<file path="src/rtl/sipo_pkg.sv">
// Shared types and constants for the serial-in/parallel-out frame controller.
// The optional parity stage is enabled by the SIPO_PARITY_CHECK_EN macro.
package sipo_pkg;

    localparam int DEFAULT_WIDTH = 8;

    typedef enum logic [1:0] {
        IDLE  = 2'd0,
        SHIFT = 2'd1,
        PAR   = 2'd2
    } state_e;

    // Bits needed to hold a count from 0 up to and including w.
    function automatic int cnt_width(input int w);
        int n;
        n = 1;
        while ((1 << n) < (w + 1)) begin
            n = n + 1;
        end
        return n;
    endfunction

endpackage

</file>
<file path="src/rtl/sipo_shift_reg.sv">
// MSB-first shift register: each enabled edge shifts left and takes SI into bit 0.
// Cleared by the synchronous active-low Reset.
module sipo_shift_reg #(
    parameter int WIDTH = 8
) (
    input  logic             Clock,
    input  logic             Reset,
    input  logic             ShiftEn,
    input  logic             SI,
    output logic [WIDTH-1:0] Q
);

    logic [WIDTH-1:0] q_q;
    logic [WIDTH-1:0] q_d;

    always_comb begin
        q_d = q_q;
        if (ShiftEn) begin
            q_d = {q_q[WIDTH-2:0], SI};
        end
    end

    always_ff @(posedge Clock) begin
        if (!Reset) begin
            q_q <= '0;
        end else begin
            q_q <= q_d;
        end
    end

    assign Q = q_q;

endmodule

</file>
<file path="src/rtl/sipo_frame_ctrl.sv">
// Frame controller: start bit, WIDTH data bits (plus an even-parity bit when
// SIPO_PARITY_CHECK_EN is defined), delivered through a Valid/Ack holding register.
module sipo_frame_ctrl
    import sipo_pkg::*;
#(
    parameter int WIDTH = DEFAULT_WIDTH
) (
    input  logic             Clock,
    input  logic             Reset,
    input  logic             SI,
    input  logic             Ack,
    output logic [WIDTH-1:0] Data,
    output logic             Valid,
    output logic             Busy,
    output logic             Overrun,
`ifdef SIPO_PARITY_CHECK_EN
    output logic             ParityErr,
`endif
    output logic [1:0]       dbg_state
);

    // Valid/Ack: Data is held while Valid=1; a word is consumed on an edge
    // where Valid=1 and Ack=1. Ack while Valid=0 has no effect.

    localparam int CW = cnt_width(WIDTH);
    localparam logic [CW-1:0] LAST_BIT = CW'(WIDTH - 1);

    state_e           state_q, state_d;
    logic [CW-1:0]    cnt_q, cnt_d;
    logic [WIDTH-1:0] data_q, data_d;
    logic             valid_q, valid_d;
    logic             busy_q, busy_d;
    logic             overrun_q, overrun_d;

    logic             shift_en;
    logic [WIDTH-1:0] shift_q;
    logic             frame_done;
    logic [WIDTH-1:0] frame_word;

`ifdef SIPO_PARITY_CHECK_EN
    logic             perr_q, perr_d;
    logic             frame_perr;
`endif

    sipo_shift_reg #(
        .WIDTH(WIDTH)
    ) u_shift_reg (
        .Clock  (Clock),
        .Reset  (Reset),
        .ShiftEn(shift_en),
        .SI     (SI),
        .Q      (shift_q)
    );

    always_ff @(posedge Clock) begin
        if (!Reset) begin
            state_q   <= IDLE;
            cnt_q     <= '0;
            data_q    <= '0;
            valid_q   <= 1'b0;
            busy_q    <= 1'b0;
            overrun_q <= 1'b0;
`ifdef SIPO_PARITY_CHECK_EN
            perr_q    <= 1'b0;
`endif
        end else begin
            state_q   <= state_d;
            cnt_q     <= cnt_d;
            data_q    <= data_d;
            valid_q   <= valid_d;
            busy_q    <= busy_d;
            overrun_q <= overrun_d;
`ifdef SIPO_PARITY_CHECK_EN
            perr_q    <= perr_d;
`endif
        end
    end

    always_comb begin
        state_d = state_q;
        cnt_d   = cnt_q;
        case (state_q)
            IDLE: begin
                if (SI) begin
                    state_d = SHIFT;
                    cnt_d   = '0;
                end
            end
            SHIFT: begin
                if (cnt_q == LAST_BIT) begin
`ifdef SIPO_PARITY_CHECK_EN
                    state_d = PAR;
                    cnt_d   = CW'(WIDTH);
`else
                    state_d = IDLE;
                    cnt_d   = '0;
`endif
                end else begin
                    cnt_d = cnt_q + CW'(1);
                end
            end
`ifdef SIPO_PARITY_CHECK_EN
            PAR: begin
                state_d = IDLE;
                cnt_d   = '0;
            end
`endif
            default: begin
                state_d = IDLE;
                cnt_d   = '0;
            end
        endcase
    end

    // The last data bit is still on SI at the completing edge, so the word is
    // assembled from the register plus SI; with parity the register is already full.
    always_comb begin
        shift_en = (state_q == SHIFT);
`ifdef SIPO_PARITY_CHECK_EN
        frame_done = (state_q == PAR);
        frame_word = shift_q;
        frame_perr = (^shift_q) ^ SI;
`else
        frame_done = (state_q == SHIFT) && (cnt_q == LAST_BIT);
        frame_word = {shift_q[WIDTH-2:0], SI};
`endif
    end

    always_comb begin
        data_d    = data_q;
        valid_d   = valid_q;
        overrun_d = overrun_q;
        busy_d    = (state_d != IDLE);
`ifdef SIPO_PARITY_CHECK_EN
        perr_d    = perr_q;
`endif
        if (frame_done) begin
            if (!valid_q || Ack) begin
                data_d  = frame_word;
                valid_d = 1'b1;
`ifdef SIPO_PARITY_CHECK_EN
                perr_d  = frame_perr;
`endif
                if (valid_q) begin
                    overrun_d = 1'b0;
                end
            end else begin
                overrun_d = 1'b1;
            end
        end else if (valid_q && Ack) begin
            valid_d   = 1'b0;
            overrun_d = 1'b0;
        end
    end

    assign Data      = data_q;
    assign Valid     = valid_q;
    assign Busy      = busy_q;
    assign Overrun   = overrun_q;
    assign dbg_state = state_q;
`ifdef SIPO_PARITY_CHECK_EN
    assign ParityErr = perr_q;
`endif

endmodule

</file>
<file path="config.mk">
export PLATFORM = sky130hd
export DESIGN_NAME = sipo_frame_ctrl
export DESIGN_NICKNAME = d
export VERILOG_FILES = /design/src/rtl/sipo_pkg.sv /design/src/rtl/sipo_shift_reg.sv /design/src/rtl/sipo_frame_ctrl.sv
export SDC_FILE = /design/constraint.sdc
export NUM_CORES = 1
export LEC_CHECK = 0
export BUFFER_PORTS_ARGS = -buffer_cell sky130_fd_sc_hd__buf_2
export CORE_UTILIZATION = 25
export CTS_CLUSTER_SIZE = 28
export DETAILED_ROUTE_END_ITERATION = 8
export GPL_TIMING_DRIVEN = 0
export HOLD_SLACK_MARGIN = 0.12
export SLEW_MARGIN = 20
export SYNTH_ARGS = -nofsm -noshare
export SYNTH_HDL_FRONTEND = slang
export SYNTH_SLANG_ARGS = --single-unit
</file>
<file path="constraint.sdc">
create_clock -name Clock -period 1.6 [get_ports Clock]
set_input_delay 0.32 -clock Clock [delete_from_list [all_inputs] [get_ports Clock]]
set_output_delay 0.32 -clock Clock [all_outputs]
set_load 0.03 [all_outputs]
</file>
# Word-level counts from Yosys, hierarchy flattened
# Index checks and enable logic that the tools add are counted.
dict set report word_totals {
  output_inout_bits 13
  wordCells 35
  inputBits 4
  ff_bits 24
}
dict set report op_classes {
  add_sub_neg 1
  n_eq_ne 5
  muxes 12
  reduce_logical 10
}
# operator count
set ops {}
lappend ops {{two-way mux 4 bit} 2}
lappend ops {{one-hot mux 4 bit (2 select lines)} 1}
lappend ops {{two-way mux 1 bit} 6}
lappend ops {{AND reduction 2 bit} 3}
lappend ops {{adder 4 x 1 -> 4 bit, second input constant} 1}
lappend ops {{== test 4 x 3 -> 1 bit, second input constant} 1}
lappend ops {{two-way mux 2 bit} 2}
lappend ops {{one-hot mux 2 bit (2 select lines)} 1}
lappend ops {{nonzero test 2 bit} 2}
lappend ops {{!= test 3 bit, second input constant} 1}
lappend ops {{== test 2 x 1 -> 1 bit, second input constant} 1}
lappend ops {{logical AND 1 bit} 2}
lappend ops {{zero test 2 bit} 1}
lappend ops {{!= test 2 x 1 -> 1 bit, second input constant} 1}
lappend ops {{!= test 2 bit, second input constant} 1}
lappend ops {{zero test 1 bit} 1}
lappend ops {{logical OR 1 bit} 1}

# Depth between registers and ports, before layout
# Gate-level depths: netlist of the first run.
dict set report depth {
  depth_word 4
  mapped_depth 4
  mapped_depth_nobuf 4
}

# Modules after synthesis
# Synthesis of the first run repeated with hierarchy kept, for this count alone.
dict set report hier_totals {
  hier_cells 100
  hier_area_um2 987.2
}
# module cells_per_inst n_inst area_each_um2 seq_area_each_um2
set by_module_without_submodules {}
lappend by_module_without_submodules {sipo_frame_ctrl 75 1 685.7 340.3}
lappend by_module_without_submodules {sipo_shift_reg 25 1 301.5 160.2}

# Worst setup path after synthesis of the first run
# Ideal clock, no wire load.
dict set report synth_path {
  path_kind {reg2reg}
  startpoint {register state_q[0], in the netlist dbg_state[0]}
  endpoint {register data_q[0], in the netlist Data[0]}
  t_arrival_ps 1403
  period_less_slack_ps 1475
  path_buffers 1
  setup_time_ps 72
  slack_ps 125
  required_ps 1528
  stages_incl_launch_ff 5
  cell_sequence {dfxtp_1 -> nand2b_1 -> buf_6 -> nor3_4 -> mux2i_1}
}
dict set report synth_via {
  elab_chain_len 3
}
# item line_no
set synth_lines {}
lappend synth_lines {{from (decl)} sipo_frame_ctrl.sv:28} ;# state_e state_q, state_d;
lappend synth_lines {{from (signal assigned)} sipo_frame_ctrl.sv:67} ;# state_q <= state_d;
lappend synth_lines {{== test 2 x 1 -> 1 bit} sipo_frame_ctrl.sv:124} ;# frame_done = (state_q == SHIFT) && (cnt_q == LAST_BIT);
lappend synth_lines {{logical AND 1 bit} sipo_frame_ctrl.sv:124}
lappend synth_lines {{AND reduction 2 bit (no source line)} n/a}
lappend synth_lines {{to (signal assigned)} sipo_frame_ctrl.sv:69} ;# data_q <= data_d;
lappend synth_lines {{to (decl)} sipo_frame_ctrl.sv:30} ;# logic [WIDTH-1:0] data_q, data_d;
# No other way between the ends.
# A chain may end at the register's enable or synchronous reset.

# Worst setup path after layout of the first run
dict set report layout_path {
  startpoint {register cnt_q[0]}
  endpoint {register cnt_q[3]}
}
dict set report layout_via {
  elab_chain_len 3
  elab_cells_between_ends 4
  classes_between {add/sub: 1; eq/ne: 1; mux: 2}
}
# item line_no
set layout_lines {}
lappend layout_lines {{from (decl)} sipo_frame_ctrl.sv:29} ;# logic [CW-1:0] cnt_q, cnt_d;
lappend layout_lines {{from (signal assigned)} sipo_frame_ctrl.sv:68} ;# cnt_q <= cnt_d;
lappend layout_lines {{adder 4 x 1 -> 4 bit / == test 4 x 3 -> 1 bit (equally long branches)} {sipo_frame_ctrl.sv:99, sipo_frame_ctrl.sv:90}}
lappend layout_lines {{two-way mux 4 bit *} sipo_frame_ctrl.sv:90} ;# if (cnt_q == LAST_BIT) begin
lappend layout_lines {{one-hot mux 4 bit (2 select lines) *} sipo_frame_ctrl.sv:82} ;# case (state_q)
# Every way passes the cells marked *; elsewhere a longest branch is shown, timed or not.

==> results.txt, run 1 <==
- The count of buffers added on input and output ports is 15.
* Total routing resource utilization after global routing: 10.4%
* Synthesized area: 935 um^2
- Post-cts sizing count: 0
* First-pass GRT wire length: 3160 um
- Post-CTS Setup Inserts: 0
* Power density over cell area: 1020 nW/um^2
- Global-route met2 utilization: 19.2%
- Once layout is done, the placed cells without fillers occupy 1160 um^2.
- Clock-pin slew was measured on the worst setup and hold paths at 0.08 ns.
* Cells after Synth: 106
* Via count of the first global-routing pass: 766
* Sequential fraction of the synthesis area: 51.4%
- The internal portion of the total power is 951 uW.
- Die area: 3990 um^2
- Max capacitance violation total: 0
- Entering global routing, the biggest net connects 15 pins.
- Average wire per standard cell: 10.5 um
- Static timing analysis puts the maximum clock frequency at 666 MHz.
* Number of warnings printed during yosys synthesis: 0
* CTS tree: done
* Post-synthesis to final-layout area growth: 24.0%
* Final setup skew: 0.00431 ns
- Before antenna repair, the detailed router went through 4 iterations.
- In this run the number of H-tree levels came out at 1.
- Filler-free cell count of the finished design: 172
- The number of antenna violations at the first check in global routing is 0.
- Origin of the worst min-delay path: Ack
* Average vias per placed instance: 4.45
- Routing layer with the top usage in global route: met2
- Startpoint Class: flip-flop
* Fraction of layout instances using a drive strength above 1: 19.0%
- Leakage power: 0.000429 uW
* Worst reg2reg path endpoint: cnt_q[3]
* Switching share of power: 19.5%
* Ant. Diodes: 0
- Post-route fraction of the period consumed by the critical path: 93.8%
- Clock tree synthesis inserted a total of 3 buffers.
- Along the worst hold path, the cell count comes to 2.
* RSZ-0062 raised after global routing: false
* Placed wire-length estimate: 1380 um
* Top-level port count: 17
- Remaining number of nets flagged by the antenna check after routing: 0
- Class of the worst hold path: input pin to flip-flop
- Routability congestion estimate: 0.726
- Registers are responsible for 51.4% of the overall power.
- GR Overflow Total: 0
- In this run the horizontal extent of the chip is 63.1 um.
- After floorplanning, the core was sized to cover 3470 um^2.
* CP required: 1.79 ns
* Most frequent standard cell in the layout excluding fill and tap cells: sky130_fd_sc_hd__nand2_1
- The worst-case IR drop observed on VDD is 342 uV.
* Die outline height: 63.1 um
* Data arrival time of the worst path: 1.69 ns
- # placed instances: 167
- The clock network is responsible for 44.3% of the overall power.
- Yosys mapped the design onto 25 distinct sky130hd cell types.
* Minimum clock period after layout: 1.50 ns
- Kind of end point of the critical path: flip-flop
- GR Util met1: 10.0%
- The final count of hold timing violations is 0.
* Crit Path Class: flip-flop to flip-flop
- For the worst-skew pair, the clock arrives at the later sink with an insertion delay of 0.27 ns.
* Net Switching: 230 uW
- Final setup violation count: 0
* Worst-case clock buffer depth: 2
- The number of cells on the worst reg-to-reg path is 4.
* Number of design-rule violations left by the first detailed-router iteration: 15
- FF-to-FF Start: cnt_q[0]
* Hold Crit Endpoint: Overrun
- Summed over all failing endpoints, the final setup total negative slack is 0 ns.
- The placed instances occupy a cell area of 1070 um^2.
* Commonest cells after routing, fill and taps aside: 32 x sky130_fd_sc_hd__nand2_1, 24 x sky130_fd_sc_hd__dfxtp_1, 15 x sky130_fd_sc_hd__buf_2
- For this block, the routed nets add up to 1810 um of wire.
- The run finished with clean final reports.
- Met3 GRT Util: 2.72%
- Among all flip-flop cells after synthesis, the most frequent one is sky130_fd_sc_hd__dfxtp_1.
- Routed via count: 766
- In the routed design, unresolved DRC markers number 0.
- Number of enable flip-flop cells after synthesis: 0
- The final-report max-slew violation count is 0.
- Starting Density: 26.9%
- After floorplanning, the core was divided into 21 placement rows.
- The tree built by TritonCTS fans out to 24 sinks.
- After the last flow step, the layout net total stands at 132.
* Combinational power share: 4.3%
- Along the worst path, the maximum fanout reaches 4.
- Hold repair after CTS inserted 0 buffers.
- Post-synthesis sequential element count: 24
* Syn nets: 111
- Across all register-to-register paths, the minimum setup slack is 0.1 ns.
- Post-Synthesis Mean Instance Area: 8.82 um^2
- The cell sitting at the root of the clock tree is a sky130_fd_sc_hd__clkbuf_8.
- Async set-or-reset flop fraction in the synthesized netlist: 0%
power by group through the flow:
stage	sequential [uW]	combinational (uW)	clock [uW]
floorplan	629	26.8	0
global placement	621	49.9	0
detailed placement	622	51.5	0
CTS	608	51.6	540
global route	609	57.5	570
finish	607	50.8	523
synth_stat cells, types with 2 or more instances:
master / number / area share, %
sky130_fd_sc_hd__clkbuf_1: 4 / 1.6
sky130_fd_sc_hd__mux2i_1: 8 / 8.6
sky130_fd_sc_hd__dfxtp_1: 24 / 51
sky130_fd_sc_hd__nand3b_1: 2 / 1.6
sky130_fd_sc_hd__a22oi_1: 2 / 1.6
sky130_fd_sc_hd__nor2_1: 5 / 2.0
sky130_fd_sc_hd__nand3_1: 2 / 1.1
sky130_fd_sc_hd__a21oi_1: 10 / 5.4
sky130_fd_sc_hd__a31oi_1: 2 / 1.3
sky130_fd_sc_hd__nand2_1: 32 / 13
sequential cells by signal (all words and copies together) (netlist names):
register       cells
Valid              1
Busy               1
dbg_state          2
cnt_q              4
u_shift_reg.Q      7
Overrun            1
Data               8
layer usage:
metal | up-vias | wire (um)
met2 | 15 | 882
met4 | 0 | 48
met3 | 5 | 70
met5 | - | 0
met1 | 351 | 811
li1 | 395 | -
stage by stage:
stage                     utilization, %  power [uW]  setup slack [ns]  hold slack, ns
after CTS                           32.8        1200            0.0296           0.257
after detailed placement            30.8         673            0.0491           0.449
after global routing                33.4        1240            0.0200           0.255
final                               33.4        1180            0.0993           0.263
after global placement              30.8         671             0.107           0.438
after floorplan                        -         656             0.125           0.421
final cells by class:
| type | instances | area [um^2] |
|---|---|---|
| buffer | 5 | 26.3 |
| multi-input combinational | 76 | 424 |
| tap | 46 | 57.6 |
| timing repair buffer | 16 | 95.1 |
| clock inverter | 1 | 30.0 |
| fill | 379 | 2310 |
| sequential | 24 | 480 |
| clock buffer | 3 | 41.3 |
| inverter | 1 | 3.75 |
how the worst max path moves through the flow:
stage          slack, ns       end  depth (start not counted)         start
3_5_place_dp        0.05   Data[7]                          4      cnt_q[0]
2_1_floorplan       0.12   Data[0]                          4  dbg_state[0]
4_1_cts             0.03   Data[7]                          4      cnt_q[0]
3_3_place_gp        0.11   Data[1]                          4      cnt_q[0]
6_report             0.1  cnt_q[3]                          4      cnt_q[0]
5_1_grt             0.02  cnt_q[3]                          4      cnt_q[0]
worst max-delay path, cell delays in order (launching register included):
cell,delay (ns)
sky130_fd_sc_hd__dfxtp_1,0.34
sky130_fd_sc_hd__ha_1,0.24
sky130_fd_sc_hd__and3b_1,0.23
sky130_fd_sc_hd__or4_1,0.47
sky130_fd_sc_hd__a31oi_1,0.16
kinds of logic after synthesis:
logic type,after synthesis,share of synthesized area [%]
AND/OR/NAND/NOR,50,25.4
AO/OA/AOI/OAI,16,9.64
adder cells (fa/ha/maj),1,1.34
other,1,0.401
multiplexers,8,8.57
flip-flops,24,51.4
buffers and inverters,6,3.21
Note: power is estimated with default switching activity, not from simulation.
==> run 2: changes to the inputs <==
CORE_UTILIZATION = 52   (was 25)
PLACE_DENSITY = 0.75   (was not set)
==> run 2 against run 1 <==
Effect of this change: hold slack worse by 0.078 ns; first-iteration DRC count up 33%; via count up 1.6%; worst setup slack better by 0.018 ns; clock skew about the same; clock power down 16%; clock-buffer cell count unchanged; non-clock buffer count unchanged; register-to-register slack better by 0.02 ns; sequential power about the same; utilization up 36 points; critical path depth unchanged; critical endpoint unchanged.
==> results.txt, run 2 (synthesis gave the netlist of run 1 again) <==
- The count of cells in the finished layout, fillers not included, comes to 150.
- Of the total power, the share spent switching nets is 20.6%.
* Count of buffers from port buffering: 15
- After detailed routing, the average wire length per cell comes to 11.2 um.
- Setup violations remaining at the end of the flow were counted as 0.
- Once the floorplan was initialized, standard cells occupied 58.6% of the core.
- The die is 44.4 um tall.
- Final cell area excluding filler cells: 1110 um^2
* Sinks on the clock net: 24
* H-Tree Level Count: 1
- The startpoint identified for the worst hold timing path is Ack.
- Post-cts sizing count: 0
- The net count of the finished layout is 132.
- The path class of the tightest hold or removal check is input pin to flip-flop.
- Sum of negative setup slack: 0 ns
* Combinational power share: 4.7%
- Once detail routing completed, the nets flagged for antenna violations numbered 0.
* Maximum operating frequency: 675 MHz
* Commonest cells after routing, fill and taps aside: 32 x sky130_fd_sc_hd__nand2_1, 24 x sky130_fd_sc_hd__dfxtp_1, 15 x sky130_fd_sc_hd__buf_2
- The worst setup path is captured at a flip-flop.
* Insertion delay to the later sink of the worst-skew pair: 0.32 ns
- Clock group share of total power: 39.9%
* Root Buffer: sky130_fd_sc_hd__clkbuf_4
* Leakage power: 0.000421 uW
* Placed wire-length estimate: 1220 um
* Outcome: complete, no violations
- Setup slack on the critical path of the routed design comes to 0.118 ns.
* Max FO, Critical Path: 4
* Post-synthesis to final-layout area growth: 19.0%
* Max capacitance violation total: 0
- The critical path is of the flip-flop to flip-flop type.
- Most frequent standard cell in the layout excluding fill and tap cells: sky130_fd_sc_hd__nand2_1
- The final count of hold timing violations came to 0.
* Combined flip-flop and latch cell area: 480 um^2
- In the global route stage, overall resource usage came out at 19.7%.
- Register-to-register setup slack: 0.12 ns
* Number of remaining DRC errors: 0
- The die covers 1970 um^2.
* CTS tree: done
- # placed instances: 145
* Via count of the first global-routing pass: 657
- Entering global routing, the biggest net connects 15 pins.
- Flip-flop count of the largest register, all copies and words added: 8
* CP required: 1.86 ns
- Number of design-rule violations left by the first detailed-router iteration: 20
- First-pass GRT wire length: 2820 um
* Number of clock buffers inserted by TritonCTS: 3
* Data arrival time of the worst path: 1.74 ns
- Net Switching: 226 uW
* Top-level port count: 17
- Power density over cell area: 986 nW/um^2
* Area taken by multi-input logic gates: 424 um^2
- RSZ-0062 raised after global routing: false
* Minimum clock period after layout: 1.48 ns
* Post-placement setup slack: 0.0535 ns
- The routed layout has 778 vias.
* FF-to-FF Start: cnt_q[0]
- Site Rows: 14
- Cell depth of the worst flop-to-flop path: 4
- Post-Place Cell Area: 1040 um^2
* Post-CTS Setup Inserts: 0
- Count of fill cells added during filler insertion: 132
* Worst-case clock buffer depth: 2
- Routability-driven placement finished with a final weighted congestion of 0.752.
- The number of antenna violations at the first check in global routing came to 0.
- Hold Crit Endpoint: Overrun
- Clock skew on the completed layout was measured at 0.00405 ns.
- Average vias per placed instance: 5.19
- Die X-Extent: 44.4 um
* Worst reg2reg path endpoint: cnt_q[3]
* Cells on Worst Hold Path: 2
- Fraction of layout instances using a drive strength above 1: 19.0%
- Post-route fraction of the period consumed by the critical path: 92.6%
- The repair_antennas step left the layout with diodes totalling 0.
- Internal power consumption: 871 uW
- The routed design has 1680 um of wire.
- After clock tree synthesis, the clock-pin slew on the worst setup and hold paths is 0.13 ns.
- The final-report max-slew violation count is 0.
- GR Overflow Total: 0
- Sequential cells burn 55.4% of the power.
- STA classifies the critical path startpoint as a flip-flop.
* Maximum resistive drop on vdd: 718 uV
- Before antenna repair, the detailed router went through 4 iterations.
* Core Area: 1590 um^2
* CTS Hold Buffers Added: 0
[run 2: per-layer routing]
metal	track usage, %	wire length, um
met5	0	0
met4	10.9	41
met3	2.45	67
met2	30.3	749
met1	26.8	824
[run 2: worst max path at each step]
stage	start	to	depth (start not counted)
finish	cnt_q[0]	cnt_q[3]	4
global route	cnt_q[0]	cnt_q[3]	4
CTS	cnt_q[0]	Data[0]	4
detailed placement	cnt_q[0]	Data[0]	4
global placement	cnt_q[0]	Data[5]	4
floorplan	dbg_state[0]	Data[0]	4
[run 2: critical path, cell delays in order (launching register included)]
cell,delay (ns)
sky130_fd_sc_hd__dfxtp_1,0.36
sky130_fd_sc_hd__ha_1,0.24
sky130_fd_sc_hd__and3b_1,0.23
sky130_fd_sc_hd__or4_1,0.47
sky130_fd_sc_hd__a31oi_1,0.13
[run 2: area by class of cell]
type                    count  share of cell area, %
inverters                   1                  0.337
clock buffers               3                   2.02
clock inverters             1                   2.70
multi-input cells          76                   38.1
plain buffers               5                   2.36
flip-flops and latches     24                   43.2
well taps                  24                   2.70
repair buffers             16                   8.55
[run 2: power by group through the flow]
stage	combinational, uW	clock, uW	sequential (uW)
6_report	51.2	438	608
3_3_place_gp	49.6	0	621
5_1_grt	57.4	457	609
4_1_cts	51.0	440	608
2_1_floorplan	26.8	0	629
3_5_place_dp	50.8	0	621
[run 2: per-stage QoR]
stage	hold WS [ns]	util (%)	power [uW]
detailed placement	0.452	65.2	672
global route	0.197	69.8	1120
CTS	0.184	68.5	1100
global placement	0.438	65.2	671
finish	0.184	69.8	1100
floorplan	0.421	-	656
==> run 3: changes to the inputs <==
CORE_UTILIZATION = 56   (was 52)
CTS_BUF_LIST = sky130_fd_sc_hd__clkbuf_4   (was not set)
MAX_ROUTING_LAYER = met4   (was not set)
PLACE_DENSITY = 0.8   (was 0.75)
==> run 3 against run 2 <==
Effect of this change: hold slack gained 0.012 ns; total power down 17%; clock skew shrank 0.0020 ns; combinational power decreased by 1%; utilization is 0.83 points higher; critical path depth did not move; first-iteration DRC count shrank 60%; cell count is 5.3% lower; wire length increased by 0.48%; via count down 4.5%; fmax shrank 2.5%; clock-buffer cell count unchanged; largest cell class unchanged; largest power group unchanged.
==> results.txt, run 3 (synthesis gave the netlist of run 1 again) <==
- The number of antenna diodes in the final layout is 0.
* RSZ-0062 raised after global routing: false
- Once the floorplan was initialized, standard cells occupied 61.3% of the core.
- Root Buffer: sky130_fd_sc_hd__clkbuf_4
- Placed wire-length estimate: 1230 um
- Crit Path Class: flip-flop to flip-flop
* Maximum operating frequency: 658 MHz
- H-Tree Level Count: 1
* Filler-free cell count of the finished design: 142
- Die outline height: 42.9 um
* Final setup skew: 0.00209 ns
* Insertion delay to the later sink of the worst-skew pair: 0.30 ns
- Counting every sink on the clock net gives 24.
* Origin of the worst min-delay path: Ack
* Die area: 1840 um^2
- The region available for standard cell placement spans 1520 um^2.
- Routed via count: 743
- Max-cap violations in this run came to 0.
- Power density over cell area: 851 nW/um^2
- Outcome: complete, no violations
* Final cell area excluding filler cells: 1080 um^2
- For this block, the routed nets add up to 1690 um of wire.
- Minimum clock period after layout: 1.52 ns
* Final slew viol count: 0
* Final setup violation count: 0
* Remaining number of nets flagged by the antenna check after routing: 0
- The worst hold path belongs to the class input pin to flip-flop.
- PnR Total Power: 916 uW
- Routability congestion estimate: 0.764
* Clock edge transition at the registers on the reported setup and hold paths: 0.12 ns
- The worst setup path is launched from a flip-flop.
- After the first detailed-routing iteration, the DRC count stood at 8.
- For the worst setup path, the data required time is 1.85 ns.
* First-pass GRT wire length: 2850 um
* Initial antenna violation count: 0
- Cells fill 70.6% of the core in the end.
* Combined flip-flop and latch cell area: 480 um^2
- Site Rows: 14
- Post-Place Cell Area: 1030 um^2
- Kind of end point of the critical path: flip-flop
- In this run the static leakage power is 0.000409 uW.
- Total routing resource utilization after global routing: 21.0%
- The register with the most flip-flops in the layout has 8 of them.
* Post-route fraction of the period consumed by the critical path: 95.0%
* Post-synthesis to final-layout area growth: 15.1%
* Average wire per standard cell: 11.9 um
- The clock passes through at most 2 buffers.
* Number of clock buffers inserted by TritonCTS: 3
* Fraction of layout instances using a drive strength above 1: 18.3%
* Number of remaining DRC errors: 0
* CTS tree: done
- Count of fill cells added during filler insertion: 132
* Most frequent standard cell in the layout excluding fill and tap cells: sky130_fd_sc_hd__nand2_1
- Before antenna repair, the detailed router went through 4 iterations.
- Buffers inserted to repair hold after CTS numbered 0.
- In the routed layout, each cell is associated on average with a via count of 5.23.
- In this run the horizontal extent of the chip is 42.9 um.
* Top-level port count: 17
* Via count of the first global-routing pass: 672
- Count of buffers from port buffering: 15
* Commonest cells after routing, fill and taps aside: 32 x sky130_fd_sc_hd__nand2_1, 24 x sky130_fd_sc_hd__dfxtp_1, 15 x sky130_fd_sc_hd__buf_2
- In this run, placement finished with an instance count of 137.
* Number of endpoints with negative hold slack in the final report: 0
* Area taken by multi-input logic gates: 424 um^2
* Maximum resistive drop on vdd: 753 uV
- FF-to-FF Start: cnt_q[0]
- Maximum number of pins on one net before global-route repair: 14
- For the worst setup path, the data arrival time is 1.76 ns.
- The critical path starts at cnt_q[0].
* GR Overflow Total: 0
* Max FO, Critical Path: 4
* Final Net Count: 132
==> run 3: cell types whose count changed in the layout (fill, tap and decap cells not counted), sizes merged <==
cell    before  now
bufinv       1    0
clkinv       0    1
==> run 3: worst paths after layout <==
kind              endpoint  slack, ns  depth (start not counted)
setup / recovery  cnt_q[3]       0.08                          4
hold / removal     Overrun       0.20                          2
hold reg to reg    Data[1]       0.46                          2
setup reg to reg  cnt_q[3]       0.08                          4
==> run 3: critical path: stages, from the launching register on <==
cell	delay, ns
sky130_fd_sc_hd__dfxtp_1	0.37
sky130_fd_sc_hd__ha_1	0.25
sky130_fd_sc_hd__and3b_1	0.23
sky130_fd_sc_hd__or4_1	0.48
sky130_fd_sc_hd__a31oi_1	0.13
==> run 3: what timing repair did <==
item                                    CTS  global route
endpoints found under the hold margin     0             0
gates resized for setup                   0             0
setup buffers                             1             0
endpoints found under the setup margin    2             0
==> run 3: final cells by class <==
type | count | area share [%]
repair buffers | 16 | 8.84
well taps | 16 | 1.86
plain buffers | 5 | 2.44
clock inverters | 1 | 0.349
inverters | 1 | 0.349
clock buffers | 3 | 2.09
multi-input cells | 76 | 39.4
flip-flops and latches | 24 | 44.7
==> run 3: per-stage QoR <==
step	hold WS (ns)	setup slack [ns]	TNS, ns
floorplan	0.421	0.125	0
global placement	0.438	0.0664	0
detailed placement	0.444	-0.00809	-0.00809
CTS	0.196	0.0948	0
global route	0.193	0.0369	0
finish	0.196	0.0804	0
==> run 3: power breakdown <==
group | total, uW | internal (uW) | switching, uW
Sequential | 608 | 603 | 5.29
Clock | 257 | 91.1 | 166
Combinational | 50.5 | 14.5 | 36.0
Total | 916 | 709 | 207
==> run 3: layer usage <==
layer | GRT usage, % | wire length [um] | share of wire [%] | vias up
met1 | 24.5 | 771 | 46 | 332
met5 | - | 0 | 0 | -
li1 | - | - | - | 392
met4 | 7.50 | 17 | 1.0 | 0
met3 | 2.55 | 58 | 3.4 | 2
met2 | 36.7 | 841 | 50 | 17
